File: src/rtl/data_c_intc_pkg.sv
// Shared types and helpers for the data_c interconnect and its address scheduler.
package data_c_intc_pkg;

  typedef enum logic [1:0] {
    IDLE,
    OFFER,
    BUSY
  } STATUS;

  // Source index width for a given number of sources.
  function automatic int unsigned nsize(input int unsigned num);
    if (num <= 2) return 1;
    else if (num <= 4) return 2;
    else if (num <= 8) return 3;
    else if (num <= 16) return 4;
    else return 5;
  endfunction

endpackage

File: src/rtl/data_c_intc_rr_addr_sched_if.sv
// Address handshake carrying the granted source index to the M2S pipe interconnect.
interface data_c_intc_rr_addr_sched_if #(
  parameter int unsigned NSIZE = 3
);
  logic             addr_valid;
  logic             addr_ready;
  logic [NSIZE-1:0] addr_data;

  modport master (output addr_valid, output addr_data, input addr_ready);
  modport slave (input addr_valid, input addr_data, output addr_ready);
endinterface

File: src/rtl/data_c_rr_pick.sv
// Combinational round-robin pick: first set bit of cand searching upward from ptr+1 with wrap.
module data_c_rr_pick
  import data_c_intc_pkg::*;
#(
  parameter int unsigned NUM   = 8,
  parameter int unsigned NSIZE = nsize(NUM)
) (
  input  logic [NUM-1:0]   cand,
  input  logic [NSIZE-1:0] ptr,
  output logic [NSIZE-1:0] idx,
  output logic             hit
);

  logic [NSIZE-1:0] start;
  logic [2*NUM-1:0] dbl;
  logic [NUM-1:0]   rot;
  logic [NSIZE-1:0] off;
  logic [NSIZE:0]   sum;

  always_comb begin
    start = (ptr >= NSIZE'(NUM - 1)) ? '0 : ptr + 1'b1;
    dbl   = {cand, cand} >> start;
    rot   = dbl[NUM-1:0];
    // Descending scan so the lowest rotated position (closest to start) wins.
    off   = '0;
    for (int i = NUM - 1; i >= 0; i--) begin
      if (rot[i]) off = NSIZE'(i);
    end
    sum = {1'b0, start} + {1'b0, off};
    if (sum >= (NSIZE + 1)'(NUM)) sum = sum - (NSIZE + 1)'(NUM);
    idx = sum[NSIZE-1:0];
    hit = |cand;
  end

endmodule

File: src/rtl/data_c_intc_rr_addr_sched.sv
// Round-robin owner scheduler for the shared M2S pipe: one index per packet plus a BUSY watchdog.
module data_c_intc_rr_addr_sched
  import data_c_intc_pkg::*;
#(
  parameter int unsigned NUM     = 8,
  parameter int unsigned NSIZE   = nsize(NUM),
  parameter int unsigned TIMEOUT = 1024,
  parameter int unsigned TSIZE   = $clog2(TIMEOUT + 1)
) (
  input  logic                                clock,
  input  logic                                rst,
  input  logic [NUM-1:0]                      req_vld,
  input  logic [NUM-1:0]                      req_en,
  input  logic                                pkt_done,
  data_c_intc_rr_addr_sched_if.master         addr,
  output logic                                busy,
  output logic                                timeout_err,
  input  logic                                err_clr
);

  localparam int unsigned CW    = (TSIZE < 1) ? 1 : TSIZE;
  localparam bit          WdEn  = (TIMEOUT != 0);
  localparam int unsigned TLast = (TIMEOUT == 0) ? 0 : TIMEOUT - 1;

  STATUS            state_q, state_d;
  logic [NSIZE-1:0] ptr_q, ptr_d;
  logic [NSIZE-1:0] data_q, data_d;
  logic [CW-1:0]    cnt_q, cnt_d;
  logic             err_q, err_d;
  logic [NSIZE-1:0] pick_idx;
  logic             pick_hit;

  data_c_rr_pick #(
    .NUM  (NUM),
    .NSIZE(NSIZE)
  ) u_pick (
    .cand(req_vld & req_en),
    .ptr (ptr_q),
    .idx (pick_idx),
    .hit (pick_hit)
  );

  always_comb begin
    state_d = state_q;
    ptr_d   = ptr_q;
    data_d  = data_q;
    cnt_d   = cnt_q;
    err_d   = err_q;
    if (err_clr) err_d = 1'b0;
    unique case (state_q)
      IDLE: begin
        if (pick_hit) begin
          data_d  = pick_idx;
          state_d = OFFER;
        end
      end
      OFFER: begin
        if (addr.addr_ready) begin
          ptr_d   = data_q;
          state_d = BUSY;
        end
      end
      BUSY: begin
        if (pkt_done) begin
          cnt_d   = '0;
          state_d = IDLE;
        end else if (WdEn) begin
          if (cnt_q != CW'(TIMEOUT)) cnt_d = cnt_q + 1'b1;
          // Set beats a simultaneous clear; the grant itself is never revoked.
          if (cnt_q == CW'(TLast)) err_d = 1'b1;
        end
      end
      default: state_d = IDLE;
    endcase
  end

  always_ff @(posedge clock or posedge rst) begin
    if (rst) begin
      state_q <= IDLE;
      ptr_q   <= NSIZE'(NUM - 1);
      data_q  <= '0;
      cnt_q   <= '0;
      err_q   <= 1'b0;
    end else begin
      state_q <= state_d;
      ptr_q   <= ptr_d;
      data_q  <= data_d;
      cnt_q   <= cnt_d;
      err_q   <= err_d;
    end
  end

  assign addr.addr_valid = (state_q == OFFER);
  assign addr.addr_data  = data_q;
  assign busy            = (state_q == BUSY);
  assign timeout_err     = err_q;

endmodule

File: src/flat_wrapper.sv
// flat-port wrapper written by rule: the top's interface ports become plain ports
module data_c_intc_rr_addr_sched_flat import data_c_intc_pkg::*;
#(
  parameter int unsigned NUM     = 8,
  parameter int unsigned NSIZE   = nsize(NUM),
  parameter int unsigned TIMEOUT = 1024,
  parameter int unsigned TSIZE   = $clog2(TIMEOUT + 1)
)
  (clock, rst, req_vld, req_en, pkt_done, busy, timeout_err, err_clr, addr_addr_valid, addr_addr_data, addr_addr_ready);
  data_c_intc_rr_addr_sched_if #(.NSIZE(NSIZE)) addr_i ();
  input  logic clock;
  input  logic rst;
  input  logic [NUM-1:0] req_vld;
  input  logic [NUM-1:0] req_en;
  input  logic pkt_done;
  output logic busy;
  output logic timeout_err;
  input  logic err_clr;
  output wire logic [$bits(addr_i.addr_valid)-1:0] addr_addr_valid;
  output wire logic [$bits(addr_i.addr_data)-1:0] addr_addr_data;
  input wire logic [$bits(addr_i.addr_ready)-1:0] addr_addr_ready;
  assign addr_addr_valid = addr_i.addr_valid;
  assign addr_addr_data = addr_i.addr_data;
  assign addr_i.addr_ready = addr_addr_ready;
  data_c_intc_rr_addr_sched #(.NUM(NUM), .NSIZE(NSIZE), .TIMEOUT(TIMEOUT), .TSIZE(TSIZE)) u_core (.clock(clock), .rst(rst), .req_vld(req_vld), .req_en(req_en), .pkt_done(pkt_done), .addr(addr_i), .busy(busy), .timeout_err(timeout_err), .err_clr(err_clr));
endmodule
File: config.mk
export PLATFORM = sky130hd
export DESIGN_NAME = data_c_intc_rr_addr_sched_flat
export DESIGN_NICKNAME = d
export VERILOG_FILES = /design/src/rtl/data_c_intc_pkg.sv /design/src/rtl/data_c_intc_rr_addr_sched_if.sv /design/src/rtl/data_c_rr_pick.sv /design/src/rtl/data_c_intc_rr_addr_sched.sv /design/src/flat_wrapper.sv
export SDC_FILE = /design/constraint.sdc
export NUM_CORES = 1
export LEC_CHECK = 0
export ABC_CLOCK_PERIOD_IN_PS = 7770
export CAP_MARGIN = 20
export CORE_UTILIZATION = 30
export DETAILED_ROUTE_END_ITERATION = 10
export GPL_TIMING_DRIVEN = 0
export HOLD_SLACK_MARGIN = 0.12
export PLACE_DENSITY = 0.48
export SLEW_MARGIN = 10
export SYNTH_ARGS = -nofsm -noshare
export SYNTH_HDL_FRONTEND = slang
export SYNTH_SLANG_ARGS = --single-unit
File: constraint.sdc
create_clock -name clock -period 7.77 [get_ports clock]
set_clock_uncertainty 0.15 [all_clocks]
set_input_delay 1.554 -clock clock [delete_from_list [all_inputs] [get_ports clock]]
set_output_delay 1.554 -clock clock [all_outputs]
set_load 0.03 [all_outputs]
==> impl_metrics.yaml <==
run_status:
  status: "completed"
worst_setup_path:
  critPathRequiredTime_ns: 7.75
  cp-start-kind: "input port"
  cp_max_fo: 3
  crit_type: "in2reg"
  cp_data_arrival_time_ns: 4.67
  setup.worst_path.end_class: "register"
power_and_ir_drop:
  combPwrFrac_pct: 75.6
  swShare_pct: 47.76
  clkPwrFrac_pct: 6.9
  leakagePower_nw: 0.8823
  peakVddDrop_uv: 213.7
  p_switching_w: 0.0004815
  power.density_nw_per_um2: 478.5
  power_frac_seq_pct: 17.5
  p_int_w: 0.0005266
logic_synthesis:
  yosysSeqAreaShare_pct: 29.46
  synth_top_area_cell: "dfrtp_1"
  synth_area_sq_um: 1712
  synthesis.nets: 209
  synth_cells: 182
  post_synth.cell_area_avg_sq_um: 9.405
  synth_edf_count: 0
  yosysWarnings: 0
  synth_ff_type: "dfrtp_1"
  yosysTopAreaCellShare_pct: 24.85
  yosysUniqueCellTypes: 49
  yosys-top-cells-area: "dfrtp_1, a211oi_1, o211a_1"
  synth-seq-cells: 20
  synthArstFlopShare_pct: 100.0
sta:
  min_period_ns: 4.693
  fin_ws_ns: 3.077
  worst_hold_slack_ns: 0.3707
  slew_headroom_pct: 48.65
  final_max_slew_viol_count: 0
  setup_violations: 0
  max_freq_mhz: 213.1
  rsz0062_at_grt: "false"
  setup-tns-final_ns: 0
  worst_pin_slew_ns: 0.7694
  period_share_pct: 60.40
  hold_viol: 0
final_layout:
  final_layout_size_suffix_gt1_share_pct: 15.57
  layout_common_cells: "clkdlybuf4s50_1, dfrtp_1, a211oi_1"
  fin_cells: 284
  final_common_cell: "clkdlybuf4s50_1"
  finalNetCount: 240
  area_growth_pct: 23.10
  n_antenna_cell: 0
clock_network:
  cts_max_level: 1
  clkLatencyLatePin_ns: 0.25
  ctsResizeCount: 0
  postCtsHoldBufs: 0
  cts_tree: "built"
  cts_buffers: 3
  clock_sinks: 20
  cts_buffer_depth: 2
  cts_setup_buffers: 0
  clock-root-buffer: "clkbuf_8"
  clk_pin_slew_ns: 0.07
die:
  die_x_microns: 77.54
  initial_core_util_pct: 31.08
  die-area_sq_um: 6012
  row_count: 27
  io_pins: 27
  die_y_microns: 77.54
  coreArea_sq_um: 5507
route:
  wl_met2_microns: 2005
  wl_met1_microns: 1954
  drt_iter0_drc: 196
  top_layer: "met4"
  wl_microns: 4178
  avgViaCountPerCell: 5.535
  firstDrtPassIters: 4
  wl_per_cell_microns: 14.71
  ant_nets: 0
  drcViolationCount: 0
  vias: 1572
  met3_length_microns: 214
place:
  place_congestion: 0.7729
  dp_hpwl_microns: 3327
  place_ws_ns: 2.863
  port_buffers: 26
  numPlacedInstances: 280
run:
  maxCapViolCount: 0
grt:
  grt_pass1_vias: 1462
  overflow: 0
  grt_pass1_wl_microns: 7093
  gr-usage-all-layers_pct: 14.43
  grt_max_degree: 21
  antenna_found_initial: 0
hold_path:
  hp-class: "reg2reg"
critical path: stages:
cell and delay (ns):
clkdlybuf4s50_1 0.48, and2_1 0.21, a21oi_1 0.11, a211o_1 0.32
a211oi_1 0.29, o311ai_1 0.12, a311oi_1 0.36, ha_1 0.20
inv_1 0.05, fa_1 0.43, xnor2_1 0.21, nor2_1 0.07
o2111ai_1 0.15, o211ai_2 0.11
power groups by stage:
stage                     logic (W)  registers [W]  clock network, W
after floorplan            0.000577       0.000185                 0
after global placement     0.000750       0.000177                 0
after detailed placement   0.000755       0.000178                 0
after CTS                  0.000759       0.000176         0.0000716
after global routing       0.000831       0.000181         0.0000780
final                      0.000762       0.000176         0.0000696
registers in the layout, summed over array words and instances (netlist names):
register               count
u_core.cnt_q              11
u_core.addr.addr_data      3
u_core.ptr_q               3
u_core.state_q             2
u_core.timeout_err         1
cell type report:
| class | instances | area (sq um) |
|---|---|---|
| Sequential cell | 20 | 504.2 |
| Fill cell | 567 | 3400 |
| Buffer | 8 | 93.84 |
| Clock buffer | 4 | 45.04 |
| Inverter | 9 | 33.78 |
| Timing Repair Buffer | 26 | 260.3 |
| Multi-Input combinational cell | 145 | 1080 |
| Tap cell | 72 | 90.09 |
stage by stage:
| stage | utilization [%] | power (W) | cell area [sq um] |
|---|---|---|---|
| 2_1_floorplan | - | 0.0007620 | 1712 |
| 3_3_place_gp | 37.45 | 0.0009267 | 2062 |
| 3_5_place_dp | 37.45 | 0.0009337 | 2062 |
| 4_1_cts | 38.26 | 0.001007 | 2107 |
| 5_1_grt | 38.26 | 0.001090 | 2107 |
| 6_report | 38.26 | 0.001008 | 2107 |
Yosys cell counts, types with 4 or more instances:
library cell,number
nor2_1,14
xnor2_1,5
mux2_2,4
a21oi_1,12
o21ai_0,4
a211oi_1,15
a221oi_2,4
o211a_1,9
inv_1,9
buf_6,5
nand2b_1,4
ha_1,5
a221oi_1,4
nand2_1,11
nand3_1,5
dfrtp_1,17
and2_1,7
routing by layer:
metal | track usage, % | vias to the layer above
li1 | - | 759
met1 | 19.71 | 760
met2 | 24.07 | 51
met3 | 3.294 | 2
met4 | 0.9434 | 0
met5 | 0 | -
worst paths after layout:
check	startpoint	to	slack, ns	cells after the start
min in group asynchronous	rst	u_core.cnt_q[3]$_DFFE_PP0P_	1.58	2
max in group asynchronous	rst	u_core.addr.addr_data[0]$_DFFE_PP0P_	5.40	2
worst max register to register	u_core.ptr_q[0]$_DFFE_PP1P_	u_core.addr.addr_data[2]$_DFFE_PP0P_	3.70	18
worst min-delay path	u_core.addr.addr_data[1]$_DFFE_PP0P_	u_core.addr.addr_data[1]$_DFFE_PP0P_	0.37	2
worst min register to register	u_core.addr.addr_data[1]$_DFFE_PP0P_	u_core.addr.addr_data[1]$_DFFE_PP0P_	0.37	2
worst max-delay path	req_vld[2]	u_core.addr.addr_data[2]$_DFFE_PP0P_	3.08	14
cells by family (layout without fill, tap and decap cells):
logic type | after synthesis | count (layout) | synth area share [%]
buf+inv | 17 | 47 | 7.456
xor+xnor | 6 | 6 | 3.070
simple gates | 65 | 65 | 21.42
compound gates | 64 | 64 | 31.14
mux | 4 | 4 | 2.631
fa+ha+maj | 6 | 6 | 4.825
flops | 20 | 20 | 29.46
(Power assumes the default switching activity.)
